===== src/rtl/mult_shift_add_seq_if.sv =====
// mult_shift_add_seq_if: host-side request/result bundle for the sequential multiplier
interface mult_shift_add_seq_if #(parameter int WIDTH = 16);
  logic               start;
  logic               signed_mode;
  logic [WIDTH-1:0]   data_a;
  logic [WIDTH-1:0]   data_b;
  logic               busy;
  logic               done;
  logic [2*WIDTH-1:0] product;
  modport master (output start, signed_mode, data_a, data_b, input busy, done, product);
  modport slave  (input start, signed_mode, data_a, data_b, output busy, done, product);
endinterface


===== src/rtl/mult_shift_add_seq.sv =====
// mult_shift_add_seq: radix-2 shift-and-add multiplier, signed/unsigned, early exit on empty multiplier
module mult_shift_add_seq #(parameter int WIDTH = 16) (
  input logic clk,
  input logic rst_n,
  mult_shift_add_seq_if.slave bus
);
  typedef enum logic [1:0] {IDLE, CALC, DONE} state_t;
  state_t state, state_nxt;
  logic [WIDTH-1:0]   mag_a, mag_b, mb, mb_sh;
  logic [2*WIDTH-1:0] mcand, acc, acc_sum;
  logic               neg, zero_op;
  // Magnitude of the most negative value wraps to itself, which reads correctly as unsigned.
  always_comb begin
    mag_a   = (bus.signed_mode && bus.data_a[WIDTH-1]) ? -bus.data_a : bus.data_a;
    mag_b   = (bus.signed_mode && bus.data_b[WIDTH-1]) ? -bus.data_b : bus.data_b;
    zero_op = (mag_a == '0) || (mag_b == '0);
    mb_sh   = mb >> 1;
    acc_sum = mb[0] ? acc + mcand : acc;
  end
  always_ff @(posedge clk)
    if (!rst_n) state <= IDLE;
    else        state <= state_nxt;
  always_comb
    state_nxt = (state == IDLE) ? (bus.start ? (zero_op ? DONE : CALC) : IDLE) :
                (state == CALC) ? ((mb_sh == '0) ? DONE : CALC) : IDLE;
  always_comb begin
    bus.busy = (state != IDLE);
    bus.done = (state == DONE);
  end
  always_ff @(posedge clk)
    if (!rst_n) begin
      mb          <= '0;
      mcand       <= '0;
      acc         <= '0;
      neg         <= 1'b0;
      bus.product <= '0;
    end else if (state == IDLE && bus.start) begin
      mb    <= mag_b;
      mcand <= {{WIDTH{1'b0}}, mag_a};
      acc   <= '0;
      neg   <= bus.signed_mode & (bus.data_a[WIDTH-1] ^ bus.data_b[WIDTH-1]);
      if (zero_op) bus.product <= '0;
    end else if (state == CALC) begin
      acc   <= acc_sum;
      mcand <= mcand << 1;
      mb    <= mb_sh;
      if (mb_sh == '0) bus.product <= neg ? -acc_sum : acc_sum;
    end
endmodule


===== src/flat_wrapper.sv =====
// flat-port wrapper written by rule: the top's interface ports become plain ports
module mult_shift_add_seq_flat 
#(parameter int WIDTH = 16)
  (clk, rst_n, bus_start, bus_signed_mode, bus_data_a, bus_data_b, bus_busy, bus_done, bus_product);
  mult_shift_add_seq_if #(.WIDTH(WIDTH)) bus_i ();
  input logic clk;
  input logic rst_n;
  input wire logic [$bits(bus_i.start)-1:0] bus_start;
  input wire logic [$bits(bus_i.signed_mode)-1:0] bus_signed_mode;
  input wire logic [$bits(bus_i.data_a)-1:0] bus_data_a;
  input wire logic [$bits(bus_i.data_b)-1:0] bus_data_b;
  output wire logic [$bits(bus_i.busy)-1:0] bus_busy;
  output wire logic [$bits(bus_i.done)-1:0] bus_done;
  output wire logic [$bits(bus_i.product)-1:0] bus_product;
  assign bus_i.start = bus_start;
  assign bus_i.signed_mode = bus_signed_mode;
  assign bus_i.data_a = bus_data_a;
  assign bus_i.data_b = bus_data_b;
  assign bus_busy = bus_i.busy;
  assign bus_done = bus_i.done;
  assign bus_product = bus_i.product;
  mult_shift_add_seq #(.WIDTH(WIDTH)) u_core (.clk(clk), .rst_n(rst_n), .bus(bus_i));
endmodule

===== config.mk =====
export PLATFORM = sky130hd
export DESIGN_NAME = mult_shift_add_seq_flat
export DESIGN_NICKNAME = d
export VERILOG_FILES = /design/src/rtl/mult_shift_add_seq_if.sv /design/src/rtl/mult_shift_add_seq.sv /design/src/flat_wrapper.sv
export SDC_FILE = /design/constraint.sdc
export NUM_CORES = 1
export LEC_CHECK = 0
export BUFFER_PORTS_ARGS = -buffer_cell sky130_fd_sc_hd__buf_4
export CORE_UTILIZATION = 30
export CTS_CLUSTER_DIAMETER = 120
export DETAILED_ROUTE_END_ITERATION = 7
export PLACE_DENSITY = 0.52
export SETUP_SLACK_MARGIN = 0.3
export SLEW_MARGIN = 20
export SYNTH_ARGS = -nofsm -noshare
export SYNTH_HDL_FRONTEND = slang
export SYNTH_SLANG_ARGS = --single-unit

===== constraint.sdc =====
create_clock -name clk -period 4.5 [get_ports clk]
set_input_delay 0.675 -clock clk [delete_from_list [all_inputs] [get_ports clk]]
set_output_delay 0.675 -clock clk [all_outputs]
set_load 0.02 [all_outputs]

==> impl_results.md <==
* #FFs+latches synth at 115
* Layout area overhead at 16.82%
* Initial antenna violation count at 0
* Top delay family on crit path: compound AO/OA/AOI/OAI gates
* Clock latency on the worst-skew pair at 0.43 ns
* Drt wl/cell at 15.93 um
* Ys flop type: dfxtp_1
* DRC at 0
* GRT Total Usage at 16.83%
* Congestion Overflow GR at 0
* LEAKAGE at 3.575 nW
* Worst Hold Class: reg2reg
* Slew margin rel. at 34.09%
* DRT Pass-1 Iters at 5
* Post-CTS Hold Buffers at 0
* Total power at 0.003224 W
* # H-tree levels at 4
* Buf+Inv Stages, Crit Path at 0
* Outcome: completed
* Fmax at 0.2559 GHz
* Asr flop ratio synth at 0%
* Most frequent cells in the layout: 137 x nand2_1, 114 x dfxtp_1, 83 x a21oi_1, 83 x buf_4, 82 x nor2_1
* Gate Count Post-Synth at 1070
* Unique masters post-synth at 76
* Row count at 59
* Initial DRC count at 498
* Max-cap violations at 0
* # IOs at 70
* Worst EP required at 4.85 ns
* Commonest non-fill, non-tap cell in the layout: nand2_1
* Final WL at 23120 um
* Setup crit end kind: flip-flop
* Port Buffers at 69
* Die area at 27820 sq um
* Max stage delay cell, worst path: or4_1
* Leading area contributor after synthesis: dfxtp_1
* Worst setup SP type: flip-flop
* Starting density of the core at 30.91%
* Root Buffer: clkbuf_16
* Sequential area share after synthesis at 28.26%
* Final min period at 3.908 ns
* Finish-stage setup viols at 0
* Yosys Warn Count at 0
* Layout cells sized above 1 at 11.92%
* Vias in the first global route at 7279
* Slowest stage delay, CP at 0.66 ns
* Setup bufs post-CTS at 0
* Worst-margin pin slew at 0.9862 ns
* Top post-synthesis cells by area: dfxtp_1 28%, nand2_1 6.3%, ha_1 5.4%, a21oi_1 5.1%, o21ai_0 4.5%
* HPWL Detailed at 17030 um
* DIE HEIGHT at 166.8 um
* Worst-path cell chain: ha_1, fa_1, a21o_1, a21oi_1, xor2_1, a31oi_1, a211o_1, or4_1, nor3_4, nand3_1, o41ai_2, xnor3_1, o2bb2ai_1
* GP Congestion at 0.8849
* CTS Buf Count at 17
* Fin nets at 1175
* Synthesized area at 8147 sq um
* Syn Nets at 1142
* Pwr/cell area at 338.8 nW/um^2
* Final Hold Viols at 0
* Vias per cell at 5.376
* Kind of critical path: reg2reg
* Fin Setup TNS at 0 ns
* RSZ-0062 raised after global routing: true
* CTS tree: done
* DIE WIDTH at 166.8 um
* Via count at 7800
* Post-synth top area share at 28.26%
* CP arrival at 4.26 ns
* Pin count of the biggest net entering global routing at 83
* Setup Skew at 0.01133 ns
* Util after Layout at 36.11%
* Final worst path period share at 86.84%
* Maximum VDD drop at 0.2697 mV
* Clock buffer depth at 2
* Worst-path fanout max at 5
* Antenna Nets Post-Route at 0
* # resized after CTS at 0
* CORE AREA at 26350 sq um
* Clk sink count at 115
* First-pass GRT wire length at 38160 um
* Number of flops mapped to enable cells by yosys at 0
* Clk slew on worst S/H paths at 0.06 ns
* Syn avg cell area at 7.614 sq um
* Antenna Cells at 0
* Slew Viols, Final at 0
## where the power goes
part	switching, W	internal, W	leakage, nW
logic	0.000466	0.000271	2.35
clock network	0.000576	0.000787	0.288
registers	0.0000530	0.00107	0.935
total	0.00110	0.00213	3.57
## cell families after synthesis
group                      after synthesis  synth area share (%)
AOI/OAI and AO/OA                      354                 28.69
xor gates and xnor gates                74                 8.125
adders and majority gates               36                 5.621
buffers and inverters                   83                 4.162
DFF                                    115                 28.26
muxes                                   12                 1.521
and+or+nand+nor                        396                 23.62
## metal layers
layer / wire (um) / GRT usage (%) / vias to the layer above
li1: - / - / 3988
met1: 11520 / 22.68 / 3640
met2: 10440 / 27.44 / 150
met3: 799 / 2.733 / 22
met4: 361 / 5.113 / 0
met5: 0 / 0 / -
## final timing paths
check	slack, ns	from	to	cells past startpoint
setup / recovery	0.59	u_core.acc[0]	u_core.bus.product[31]	13
hold / removal	0.46	u_core.bus.product[3]	u_core.bus.product[3]	2
setup reg to reg	0.59	u_core.acc[0]	u_core.bus.product[31]	13
hold reg to reg	0.46	u_core.bus.product[3]	u_core.bus.product[3]	2
## stage by stage
step | cells | hold WS [ns] | instance area (sq um) | setup WS (ns)
CTS | 1451 | 0.4565 | 9505 | 0.4980
global placement | 1419 | 0.4466 | 8914 | 0.4635
detailed placement | 1419 | 0.4469 | 8919 | 0.4124
finish | 1451 | 0.4597 | 9517 | 0.5922
floorplan | 1070 | 0.4482 | 8147 | 0.9077
global route | 1451 | 0.4807 | 9517 | 0.2639
## cell type report
cell class                 instances  area (sq um)
timing repair buffer              83         623.1
tap                              335         419.2
sequential                       115          2303
inverter                          14         52.55
clock buffer                      17         425.4
multi-input combinational        872          5532
clock inverter                    15         161.4
fill                            2813         16840
## flip-flops by register name (all words and copies together), names as in the netlist
register and cells:
u_core.acc 32, u_core.bus.product 32, u_core.mcand 32, u_core.mb 16, u_core.state 2, u_core.neg 1
## synth_stat cells, drive strengths merged (21+ instances only)
cell / number
a211oi: 34
o2bb2ai: 28
and2: 35
dfxtp: 115
xor2: 34
a21oi: 83
nand3: 27
nor2: 82
ha: 35
o21ai: 86
nor3: 21
xnor2: 39
a22oi: 29
nand2: 137
clkbuf: 59
## worst reg2reg max path, delay by kind of cell (launching register included)
kind / cells / cell delay, ns
AOI/OAI and AO/OA: 6 / 1.32
xor gates and xnor gates: 2 / 0.45
adders and majority gates: 2 / 0.66
DFF: 1 / 0.32
and+or+nand+nor: 3 / 1.08
Note: power is estimated with default switching activity, not from simulation.
